<file path="src/rtl/gray_code_converter_pipe_pkg.sv">
// Shared constants and helpers for the pipelined Gray/binary converter.
// Optional step checking is enabled with GRAY_CONV_STEP_CHECK_EN.
package gray_conv_pkg;

  localparam logic MODE_G2B = 1'b0;
  localparam logic MODE_B2G = 1'b1;

  // Gray bits resolved per stage, MSB-first; the last stage takes what is left.
  function automatic int gray_bits_per_stage(input int width, input int stages);
    return (width + stages - 1) / stages;
  endfunction

endpackage

</file>
<file path="src/rtl/gray_code_converter_pipe_if.sv">
// Valid/ready bus for the Gray/binary converter: input word side plus result side.
// out_step_err exists only when GRAY_CONV_STEP_CHECK_EN is defined.
interface gray_code_converter_pipe_if #(
  parameter int WIDTH = 8
);
  logic             in_valid;
  logic             in_ready;
  logic             in_mode;
  logic [WIDTH-1:0] in_data;
  logic             out_valid;
  logic             out_ready;
  logic             out_mode;
  logic [WIDTH-1:0] out_data;
`ifdef GRAY_CONV_STEP_CHECK_EN
  logic             out_step_err;
`endif

  modport slave (
    input  in_valid, in_mode, in_data, out_ready,
    output in_ready, out_valid, out_mode, out_data
`ifdef GRAY_CONV_STEP_CHECK_EN
    , output out_step_err
`endif
  );

  modport master (
    output in_valid, in_mode, in_data, out_ready,
    input  in_ready, out_valid, out_mode, out_data
`ifdef GRAY_CONV_STEP_CHECK_EN
    , input out_step_err
`endif
  );

endinterface

</file>
<file path="src/rtl/gray_code_converter_pipe_stage.sv">
// One register stage: resolves Gray bits HI..LO of the prefix-XOR chain, or
// (first stage only) performs the whole binary->Gray step.
module gray_conv_stage
  import gray_conv_pkg::*;
#(
  parameter int WIDTH = 8,
  parameter int HI    = 7,
  parameter int LO    = 0,
  parameter bit FIRST = 1'b0
) (
  input  logic             clk,
  input  logic             rst_n,
  input  logic             en_i,
  input  logic             vld_i,
  input  logic             mode_i,
  input  logic [WIDTH-1:0] data_i,
  input  logic             carry_i,
  output logic             vld_o,
  output logic             mode_o,
  output logic [WIDTH-1:0] data_o,
  output logic             carry_o
);

  logic             vld_q, mode_q, carry_q, carry_d;
  logic [WIDTH-1:0] data_q, data_d;

  // data holds resolved binary above this slice and raw Gray below it
  always_comb begin
    data_d  = data_i;
    carry_d = carry_i;
    if (mode_i == MODE_B2G) begin
      if (FIRST) data_d = data_i ^ (data_i >> 1);
    end else begin
      for (int i = WIDTH-1; i >= 0; i--) begin
        if (i <= HI && i >= LO) begin
          carry_d   = carry_d ^ data_i[i];
          data_d[i] = carry_d;
        end
      end
    end
  end

  always_ff @(posedge clk or negedge rst_n) begin
    if (!rst_n) begin
      vld_q   <= 1'b0;
      mode_q  <= 1'b0;
      data_q  <= '0;
      carry_q <= 1'b0;
    end else if (en_i) begin
      vld_q <= vld_i;
      if (vld_i) begin
        mode_q  <= mode_i;
        data_q  <= data_d;
        carry_q <= carry_d;
      end
    end
  end

  assign vld_o   = vld_q;
  assign mode_o  = mode_q;
  assign data_o  = data_q;
  assign carry_o = carry_q;

endmodule

</file>
<file path="src/rtl/gray_code_converter_pipe.sv">
// Pipelined bidirectional Gray/binary converter with collapsing-bubble handshake.
// Define GRAY_CONV_STEP_CHECK_EN to add out_step_err (Gray Hamming-step checker).
module gray_code_converter_pipe
  import gray_conv_pkg::*;
#(
  parameter int WIDTH  = 8,
  parameter int STAGES = 2
) (
  input logic                       clk,
  input logic                       rst_n,
  gray_code_converter_pipe_if.slave bus
);

  localparam int GRP = gray_bits_per_stage(WIDTH, STAGES);

  // index 0 is the input word, index k+1 is the output of stage k
  logic [STAGES:0]            vld_pipe, mode_pipe, carry_pipe, en;
  logic [STAGES:0][WIDTH-1:0] data_pipe;
  logic                       unused_carry;

  assign vld_pipe[0]   = bus.in_valid;
  assign mode_pipe[0]  = bus.in_mode;
  assign data_pipe[0]  = bus.in_data;
  assign carry_pipe[0] = 1'b0;
  assign unused_carry  = carry_pipe[STAGES];

  always_comb begin
    en         = '0;
    en[STAGES] = bus.out_ready;
    for (int k = STAGES-1; k >= 0; k--) en[k] = !vld_pipe[k+1] || en[k+1];
  end

  for (genvar k = 0; k < STAGES; k++) begin : g_stage
    localparam int HI = WIDTH-1 - k*GRP;
    localparam int LO = (k == STAGES-1 || HI-GRP+1 < 0) ? 0 : HI-GRP+1;
    gray_conv_stage #(
      .WIDTH (WIDTH),
      .HI    (HI),
      .LO    (LO),
      .FIRST (k == 0)
    ) u_stage (
      .clk     (clk),
      .rst_n   (rst_n),
      .en_i    (en[k]),
      .vld_i   (vld_pipe[k]),
      .mode_i  (mode_pipe[k]),
      .data_i  (data_pipe[k]),
      .carry_i (carry_pipe[k]),
      .vld_o   (vld_pipe[k+1]),
      .mode_o  (mode_pipe[k+1]),
      .data_o  (data_pipe[k+1]),
      .carry_o (carry_pipe[k+1])
    );
  end

  assign bus.in_ready  = en[0];
  assign bus.out_valid = vld_pipe[STAGES];
  assign bus.out_mode  = mode_pipe[STAGES];
  assign bus.out_data  = data_pipe[STAGES];

`ifdef GRAY_CONV_STEP_CHECK_EN
  logic [WIDTH-1:0] prev_q, diff;
  logic             have_q, err_in;
  logic [STAGES:0]  err_q;

  // more than one differing bit <=> diff has a set bit besides its lowest one
  assign diff   = bus.in_data ^ prev_q;
  assign err_in = (bus.in_mode == MODE_G2B) && have_q && (|(diff & (diff - WIDTH'(1))));

  always_ff @(posedge clk or negedge rst_n) begin
    if (!rst_n) begin
      prev_q <= '0;
      have_q <= 1'b0;
    end else if (bus.in_valid && en[0] && bus.in_mode == MODE_G2B) begin
      prev_q <= bus.in_data;
      have_q <= 1'b1;
    end
  end

  always_ff @(posedge clk or negedge rst_n) begin
    if (!rst_n) begin
      err_q[STAGES:1] <= '0;
    end else begin
      for (int k = 0; k < STAGES; k++)
        if (en[k] && vld_pipe[k]) err_q[k+1] <= (k == 0) ? err_in : err_q[k];
    end
  end

  assign err_q[0]         = 1'b0;
  assign bus.out_step_err = err_q[STAGES];
`endif

endmodule
</file>
<file path="src/flat_wrapper.sv">
// flat-port wrapper written by rule: the top's interface ports become plain ports
module gray_code_converter_pipe_flat import gray_conv_pkg::*;
#(
  parameter int WIDTH  = 8,
  parameter int STAGES = 2
)
  (clk, rst_n, bus_in_valid, bus_in_mode, bus_in_data, bus_out_ready, bus_in_ready, bus_out_valid, bus_out_mode, bus_out_data);
  gray_code_converter_pipe_if #(.WIDTH(WIDTH)) bus_i ();
  input logic clk;
  input logic rst_n;
  input wire logic [$bits(bus_i.in_valid)-1:0] bus_in_valid;
  input wire logic [$bits(bus_i.in_mode)-1:0] bus_in_mode;
  input wire logic [$bits(bus_i.in_data)-1:0] bus_in_data;
  input wire logic [$bits(bus_i.out_ready)-1:0] bus_out_ready;
  output wire logic [$bits(bus_i.in_ready)-1:0] bus_in_ready;
  output wire logic [$bits(bus_i.out_valid)-1:0] bus_out_valid;
  output wire logic [$bits(bus_i.out_mode)-1:0] bus_out_mode;
  output wire logic [$bits(bus_i.out_data)-1:0] bus_out_data;
  assign bus_i.in_valid = bus_in_valid;
  assign bus_i.in_mode = bus_in_mode;
  assign bus_i.in_data = bus_in_data;
  assign bus_i.out_ready = bus_out_ready;
  assign bus_in_ready = bus_i.in_ready;
  assign bus_out_valid = bus_i.out_valid;
  assign bus_out_mode = bus_i.out_mode;
  assign bus_out_data = bus_i.out_data;
  gray_code_converter_pipe #(.WIDTH(WIDTH), .STAGES(STAGES)) u_core (.clk(clk), .rst_n(rst_n), .bus(bus_i));
endmodule
</file>
<file path="config.mk">
export PLATFORM = sky130hd
export DESIGN_NAME = gray_code_converter_pipe_flat
export DESIGN_NICKNAME = d
export VERILOG_FILES = /design/src/rtl/gray_code_converter_pipe_pkg.sv /design/src/rtl/gray_code_converter_pipe_if.sv /design/src/rtl/gray_code_converter_pipe_stage.sv /design/src/rtl/gray_code_converter_pipe.sv /design/src/flat_wrapper.sv
export SDC_FILE = /design/constraint.sdc
export NUM_CORES = 1
export LEC_CHECK = 0
export CAP_MARGIN = 20
export CORE_ASPECT_RATIO = 0.6
export CORE_UTILIZATION = 43
export CTS_CLUSTER_DIAMETER = 120
export DETAILED_ROUTE_END_ITERATION = 7
export GPL_TIMING_DRIVEN = 0
export PLACE_DENSITY_LB_ADDON = 0.15
export SLEW_MARGIN = 20
export SYNTH_ARGS = -nofsm -noshare
export SYNTH_HDL_FRONTEND = slang
export SYNTH_SLANG_ARGS = --single-unit
</file>
<file path="constraint.sdc">
create_clock -name clk -period 1.4 [get_ports clk]
set_input_delay 0.14 -clock clk [delete_from_list [all_inputs] [get_ports clk]]
set_output_delay 0.14 -clock clk [all_outputs]
set_load 0.1 [all_outputs]
</file>
==> results of run 1 <==
==> path summary, 6_finish.rpt <==
kind / to / depth (start not counted) / from / slack, ps
min in group clk: u_core.g_stage[1].u_stage.data_o[3] / 2 / u_core.g_stage[1].u_stage.data_o[3] / 480
max in group asynchronous: u_core.g_stage[1].u_stage.vld_o / 1 / rst_n / 300
worst min-delay path: u_core.g_stage[1].u_stage.data_o[4] / 1 / rst_n / 410
worst max register to register: u_core.g_stage[1].u_stage.data_o[0] / 4 / u_core.g_stage[0].u_stage.data_o[3] / -140
worst max-delay path: u_core.g_stage[1].u_stage.data_o[0] / 4 / u_core.g_stage[0].u_stage.data_o[3] / -140
worst min register to register: u_core.g_stage[1].u_stage.data_o[3] / 2 / u_core.g_stage[1].u_stage.data_o[3] / 480
==> through the flow <==
| step | std cells | utilization | power [W] |
|---|---|---|---|
| floorplan | 102 | - | 0.00189 |
| global placement | 155 | 0.598 | 0.00215 |
| detailed placement | 155 | 0.598 | 0.00217 |
| CTS | 161 | 0.626 | 0.00256 |
| global route | 161 | 0.611 | 0.00262 |
| finish | 161 | 0.611 | 0.00250 |
==> cells in the final DEF, fill, tap and decap left out, types with 2 or more instances in the layout <==
| cell | instances |
|---|---|
| xnor2_1 | 9 |
| nand2b_1 | 3 |
| clkdlybuf4s50_1 | 12 |
| xor2_1 | 6 |
| mux2_2 | 5 |
| o21ai_0 | 11 |
| nand2_1 | 23 |
| clkdlybuf4s15_2 | 2 |
| buf_4 | 10 |
| clkbuf_8 | 4 |
| buf_2 | 7 |
| nor2_1 | 3 |
| dfrtp_1 | 20 |
==> layer usage <==
| metal | track usage | up-vias | part of all wire |
|---|---|---|---|
| met5 | 0 | - | 0 |
| met4 | 0.0815 | 0 | 0.012 |
| met3 | 0.0597 | 2 | 0.056 |
| met2 | 0.245 | 25 | 0.42 |
| met1 | 0.220 | 324 | 0.51 |
| li1 | - | 385 | - |
==> power breakdown <==
group	switching (W)	total (W)	internal, W
logic	0.000896	0.00127	0.000378
clock network	0.000189	0.000392	0.000203
registers	0.0000867	0.000832	0.000745
total	0.00117	0.00250	0.00133
==> cell families after synthesis <==
family | Yosys count | synth area share
and+or+nand+nor | 35 | 0.148
DFF | 21 | 0.508
xor gates and xnor gates | 16 | 0.150
AOI/OAI and AO/OA | 14 | 0.0713
buffers and inverters | 11 | 0.0689
muxes | 5 | 0.0544
==> flip-flops by register name, summed over array words and instances (netlist names) <==
name                            cells
u_core.g_stage.u_stage.vld_o        2
u_core.g_stage.u_stage.carry_o      1
u_core.g_stage.u_stage.data_o      16
u_core.g_stage.u_stage.mode_o       2
==> final cells by class <==
cell class	count	area (sq um)	area share
sequential	21	529	0.392
multi-input combinational	70	440	0.326
timing repair buffer	25	214	0.158
buffer	10	81.3	0.0602
clock buffer	4	45.0	0.0333
tap	30	37.5	0.0278
inverter	1	3.75	0.00278
==> timing repair <==
| item | 4_1_cts | 5_1_grt |
|---|---|---|
| pin swaps | 0 | 0 |
| resized for setup | 39 | 14 |
| buffers inserted | 2 | 0 |
| hold buffers | 0 | 0 |
| endpoints found under the setup margin | 12 | 12 |
| cloned | 0 | 0 |
==> flow_summary.ini, run 1 <==
[yosys]
ys_async_sr_fraction = 1.00
synth_edf_count = 0
yosysWarnings = 0
synth_ff_type = dfrtp_1
synth_area_sq_mm = 0.00103
synth.distinct_cells = 19
yosys-top-cells-area = dfrtp_1 (51%), nand2_1 (8.7%), xnor2_1 (7.6%), o21ai_0 (5.8%), buf_4 (5.8%)
synth-seq-cells = 21
synth_top_area_share = 0.508
synth_cells = 102
synth_common_cells = nand2_1 (24), dfrtp_1 (21), o21ai_0 (12), xnor2_1 (9), buf_4 (8)
yosysSeqAreaShare = 0.508
synth_nets = 115
synth.largest_area_cell = dfrtp_1
synth.most_common_cell = nand2_1
avgSynthCellArea_sq_um = 10.1

[sta]
setup_slack_ps = -135
worstMarginPinSlew_ps = 956
hold_violations = 0
slew_headroom = 0.361
drv_slew = 0
rsz0062_at_grt = yes
clock_skew_ps = 5.59
fin_crit_ps = 1540
min_period_over_period = 1.10
fmax_ghz = 0.651
fin_hold_ws_ps = 405
setup_viol = 1
tns_ps = -135

[setup_path]
cpPeakStageDelay_ps = 430
arrival_ps = 1740
cp-start-kind = register
cp_max_fo = 2
crit_path_end_kind = register
cp_top_family = XOR/XNOR gates
cpMaxStageDelayCell = xnor3_2
cp.buffers_inverters = 0
critical_path_class = reg2reg
crit_required_ps = 1600
path_cells = xnor3_2 -> xor2_1 -> or4_1 -> nand3_1

[power_and_ir_drop]
power.density_mw_per_mm2 = 1850
irDropWorstVdd_uv = 719
p_leak_nw = 0.619

[clock_network]
htreeDepth = 1
root_buffer = clkbuf_8
clockBufferDepth = 2
insertion_delay_ps = 260
cts_buffers = 3
clk_pin_slew_ps = 70
clock_sinks = 21
cts_tree = built

[place]
routabilityCongestion = 0.722
place_hpwl_um = 1340
port_buffers = 23
pre_cts_ws_ps = -697
place_area_sq_mm = 0.00132

[detailed_routing]
drtAntennaViolNets = 0
num_vias = 736
drc = 0
drt_pass1_iterations = 4
drt_iter0_drc = 27
vias_per_cell = 4.57
wl_per_cell_um = 11.3
wirelength_um = 1820

[finish]
drive_above_1_share = 0.260
nFillCells = 209
nets = 145
syn_to_final_growth_pct = 30.6
postLayoutCellArea_sq_mm = 0.00135
diodes = 0

[global_route]
track_usage = 0.166
grt_pass1_vias = 603
antenna_found_initial = 0
gr-total-overflow = 0
grt_pass1_wl_um = 2930
grt_start_max_net_pins = 22

[floorplanning]
num_io_pins = 24
fp-row-count = 13
die_area_sq_mm = 0.00261
die_h_um = 40.0
coreArea_sq_mm = 0.00221
die_x_um = 65.3
start_util = 0.468

[outcome]
violations = negative setup slack
status = complete, but fails checks

[flow_run]
drv_cap = 0

[worst_hold_path]
hp-class = in2async
Note: power is estimated with default switching activity, not from simulation.
==> inputs of run 2 (changes only) <==
ABC_CLOCK_PERIOD_IN_PS = 1400   (was not set)
GPL_TIMING_DRIVEN = not set   (was 0)
==> flow_summary.ini, run 2 (synthesis results as in run 1) <==
[outcome]
status = complete, but fails checks
violations = negative setup slack

[clock_network]
root_buffer = clkbuf_8
cts_tree = built
clockBufferDepth = 2
insertion_delay_ps = 260
cts_resized = 0
clk_pin_slew_ps = 70
hold_buffers = 0
clock_sinks = 21
post_cts_buffers = 0
cts_buffers = 3
htreeDepth = 1

[floorplanning]
start_util = 0.468
num_io_pins = 24
die_h_um = 40.0
die_area_sq_mm = 0.00261
coreArea_sq_mm = 0.00221
die_x_um = 65.3
fp-row-count = 13

[place]
dpl.cell_count = 157
place_area_sq_mm = 0.00144
port_buffers = 23
routabilityCongestion = 0.749
place_hpwl_um = 1540

[setup_path]
arrival_ps = 1690
cp_max_fo = 2
cpPeakStageDelay_ps = 430
critical_path_class = reg2reg
cpMaxStageDelayCell = xnor3_2
crit_required_ps = 1600
ff2ff_setup_slack_ps = -90
cp-start-kind = register
path_cells = xnor3_2 -> xor2_1 -> or4_1 -> nand3_1
crit_path_end_kind = register

[global_route]
gr-total-overflow = 0
track_usage = 0.175
grt_use_met2 = 0.302
grt_start_max_net_pins = 22
use_met1 = 0.212
grt_pass1_wl_um = 3130
grtUsageMet3 = 0.0653
busiest_layer = met2
antenna_found_initial = 0
grt_pass1_vias = 688

[sta]
worstMarginPinSlew_ps = 280
rsz0062_at_grt = yes
drv_slew = 0
slew_headroom = 0.813
min_period_over_period = 1.06
fmax_ghz = 0.671
fin_crit_ps = 1490
setup_viol = 1
setup_slack_ps = -89.6
tns_ps = -89.6
clock_skew_ps = 3.39
hold_violations = 0

[power_and_ir_drop]
power.density_mw_per_mm2 = 1840
swShare = 0.442
clkPwrFrac = 0.141
irDropWorstVdd_uv = 606
internal_power_w = 0.00153
power.switching_w = 0.00121
p_comb_frac = 0.538
p_leak_nw = 0.666
power_frac_seq = 0.321

[finish]
largest_reg_flops = 16
diodes = 0
syn_to_final_growth_pct = 44.0
final_common_cell = nand2_1
postLayoutCellArea_sq_mm = 0.00149
nets = 145
nFillCells = 176
layout_common_cells = nand2_1 (23), dfrtp_1 (20), clkdlybuf4s50_1 (12)
stdcell_count = 161
drive_above_1_share = 0.260

[detailed_routing]
drc = 0
wirelength_um = 1870
drt_pass1_iterations = 2
vias_per_cell = 4.69
drtAntennaViolNets = 0
wl_per_cell_um = 11.6
num_vias = 755
drt_iter0_drc = 15

[flow_run]
drv_cap = 0

[worst_hold_path]
hp-class = in2async
## run 2: cell count changes in the layout (fill, tap and decap cells not counted)
cell	before	now
clkbuf_4	1	0
buf_2	7	0
clkbuf_8	4	3
clkdlybuf4s15_2	2	0
buf_12	0	11
buf_4	10	11
clkdlybuf4s18_2	1	0
## run 2: layer usage
layer	part of all wire	routed length, um
met1	0.47	886
met2	0.48	896
met3	0.049	91
met4	0	0
met5	0	0
## run 2: layout make-up
type,instances,area (sq um),area share
clock buffers,4,45.0,0.0302
inverters,1,3.75,0.00252
multi-input cells,70,440,0.296
flip-flops and latches,21,529,0.355
well taps,30,37.5,0.0252
repair buffers,35,434,0.291
## run 2: worst paths after layout
check / start / end / depth (start not counted)
setup / recovery: u_core.g_stage[0].u_stage.data_o[3] / u_core.g_stage[1].u_stage.data_o[0] / 4
hold / removal: rst_n / u_core.g_stage[1].u_stage.data_o[3] / 2
setup reg to reg: u_core.g_stage[0].u_stage.data_o[3] / u_core.g_stage[1].u_stage.data_o[0] / 4
hold reg to reg: u_core.g_stage[0].u_stage.data_o[5] / u_core.g_stage[0].u_stage.data_o[5] / 2
max in group asynchronous: rst_n / u_core.g_stage[1].u_stage.vld_o / 2
min in group clk: u_core.g_stage[0].u_stage.data_o[5] / u_core.g_stage[0].u_stage.data_o[5] / 2
## run 2: power by group through the flow
stage	clock [W]	combinational [W]	sequential (W)
2_1_floorplan	0	0.00100	0.000894
3_3_place_gp	0	0.00146	0.000884
3_5_place_dp	0	0.00148	0.000893
4_1_cts	0.000400	0.00148	0.000881
5_1_grt	0.000422	0.00154	0.000899
6_report	0.000386	0.00147	0.000878
## run 2: worst max-delay path: cells and delay by family (launching register included)
kind | cells | cell delay [ps]
xor+xnor | 2 | 590
flops | 1 | 360
simple gates | 2 | 490
## run 2: per-stage QoR
stage / total power [W] / hold slack [ps] / utilization / setup WS (ps)
after global routing: 0.00286 / 253 / 0.674 / -179
after global placement: 0.00234 / 454 / 0.652 / -41.2
after CTS: 0.00276 / 218 / 0.672 / -90.1
after detailed placement: 0.00237 / 467 / 0.652 / -73.0
final: 0.00274 / 212 / 0.674 / -89.6
after floorplan: 0.00189 / -156 / - / -882
==> inputs of run 3 (changes only) <==
CORE_UTILIZATION = 36   (was 43)
==> flow_summary.ini, run 3 (synthesis results as in run 1) <==
[outcome]
status = complete, but fails checks
violations = design-rule violations, negative setup slack

[setup_path]
r2r-end = u_core.g_stage[1].u_stage.data_o[0]
cpPeakStageDelay_ps = 450
ff2ff_setup_slack_ps = -130
reg2reg_from = u_core.g_stage[0].u_stage.data_o[2]
arrival_ps = 1730
cpMaxStageDelayCell = xnor3_2
setup.worst_path.end = u_core.g_stage[1].u_stage.data_o[0]
crit_path_end_kind = register
rr_worst_depth = 4
crit_required_ps = 1600
path_cells = xnor3_2 -> xor2_1 -> or4_1 -> nand3_1
cp-start-kind = register
cp_max_fo = 2
worstSetupStartpoint = u_core.g_stage[0].u_stage.data_o[2]
critical_path_class = reg2reg

[power_and_ir_drop]
clkPwrFrac = 0.145
internal_power_w = 0.00153
swShare = 0.443
p_leak_nw = 0.671
power.switching_w = 0.00122
power_frac_seq = 0.320
p_comb_frac = 0.536
power_w = 0.00275
power.density_mw_per_mm2 = 1840
irDropWorstVdd_uv = 698

[global_route]
track_usage = 0.140
grtUsageMet3 = 0.0419
grt_use_met2 = 0.200
gr-total-overflow = 0
use_met1 = 0.193
grt_pass1_wl_um = 3150
antenna_found_initial = 0
grt_pass1_vias = 687
busiest_layer = met2
grt_start_max_net_pins = 22

[place]
pre_cts_ws_ps = -102
routabilityCongestion = 0.758
port_buffers = 23
dpl.cell_count = 159
place_hpwl_um = 1490

[worst_hold_path]
hp-class = in2async

[finish]
layout_common_cells = nand2_1 (23), dfrtp_1 (20), clkdlybuf4s50_1 (12), buf_4 (12)
final_common_cell = nand2_1
stdcell_count = 164
largest_reg_flops = 16
fin_util = 0.575
syn_to_final_growth_pct = 45.0
nets = 146
diodes = 0
drive_above_1_share = 0.265

[sta]
fin_crit_ps = 1530
fmax_ghz = 0.653
worstMarginPinSlew_ps = 305
min_period_over_period = 1.09
rsz0062_at_grt = yes
slew_headroom = 0.796
setup_slack_ps = -132
setup_viol = 1
clock_skew_ps = 4.28
fin_hold_ws_ps = 211
hold_violations = 0
drv_slew = 0

[clock_network]
cts_buffers = 3
clk_pin_slew_ps = 80
insertion_delay_ps = 260
clockBufferDepth = 2
htreeDepth = 1
clock_sinks = 21
cts_tree = built
root_buffer = clkbuf_8

[detailed_routing]
drtAntennaViolNets = 0
drt_iter0_drc = 36
drc = 1
wl_per_cell_um = 11.5
num_vias = 729
wirelength_um = 1880
drt_pass1_iterations = 6
vias_per_cell = 4.45

[floorplanning]
start_util = 0.396
num_io_pins = 24
coreArea_sq_mm = 0.00261
die_x_um = 71.2
die_h_um = 43.5
die_area_sq_mm = 0.00310
fp-row-count = 14

[flow_run]
drv_cap = 0
==> run 3: cell count changes in the layout (fill, tap and decap cells not counted) <==
cell	delta
buf_4	+1
==> run 3: layer usage <==
metal | share of wire | vias up | wire length, um
li1 | - | 386 | -
met1 | 0.52 | 320 | 974
met2 | 0.42 | 19 | 789
met3 | 0.045 | 4 | 84
met4 | 0.018 | 0 | 34
met5 | 0 | - | 0
==> run 3: area by class of cell <==
type                       count  area, sq um
sequential                    21          529
clock buffer                   4         45.0
multi-input combinational     70          440
fill                         222         1110
timing repair buffer          36          442
inverter                       1         3.75
tap                           32         40.0
==> run 3: how the worst min path moves through the flow <==
stage          slack [ps]  depth (start not counted)                           startpoint                                   to
2_1_floorplan        -160                          0                                rst_n    u_core.g_stage[0].u_stage.carry_o
3_3_place_gp          470                          2  u_core.g_stage[0].u_stage.data_o[5]  u_core.g_stage[0].u_stage.data_o[5]
3_5_place_dp          470                          2  u_core.g_stage[0].u_stage.data_o[4]  u_core.g_stage[0].u_stage.data_o[4]
4_1_cts               220                          2                                rst_n      u_core.g_stage[1].u_stage.vld_o
5_1_grt               250                          2                                rst_n      u_core.g_stage[1].u_stage.vld_o
6_report              210                          2                                rst_n      u_core.g_stage[1].u_stage.vld_o
==> run 3: what timing repair did <==
action	in CTS	in global routing
setup endpoints to repair	1	2
hold endpoints to repair	0	0
pin swaps	0	1
hold buffers	0	0
setup buffers	0	1
resized for setup	0	1
==> run 3: critical path, delay by kind of cell (launching register included) <==
| family | cells | cell delay (ps) |
|---|---|---|
| xor+xnor | 2 | 610 |
| simple gates | 2 | 490 |
| flops | 1 | 370 |
==> run 3: stage by stage <==
| stage | instance area [sq um] | TNS (ps) |
|---|---|---|
| after global placement | 1440 | -43.8 |
| after detailed placement | 1440 | -114 |
| final | 1500 | -132 |
| after floorplan | 1050 | -9640 |
| after CTS | 1490 | -118 |
| after global routing | 1500 | -197 |
==> run 3: power groups by stage <==
stage	combinational, W	clock (W)	sequential [W]
2_1_floorplan	0.00100	0	0.000894
3_3_place_gp	0.00146	0	0.000885
3_5_place_dp	0.00147	0	0.000895
4_1_cts	0.00148	0.000406	0.000882
5_1_grt	0.00153	0.000425	0.000899
6_report	0.00147	0.000398	0.000880
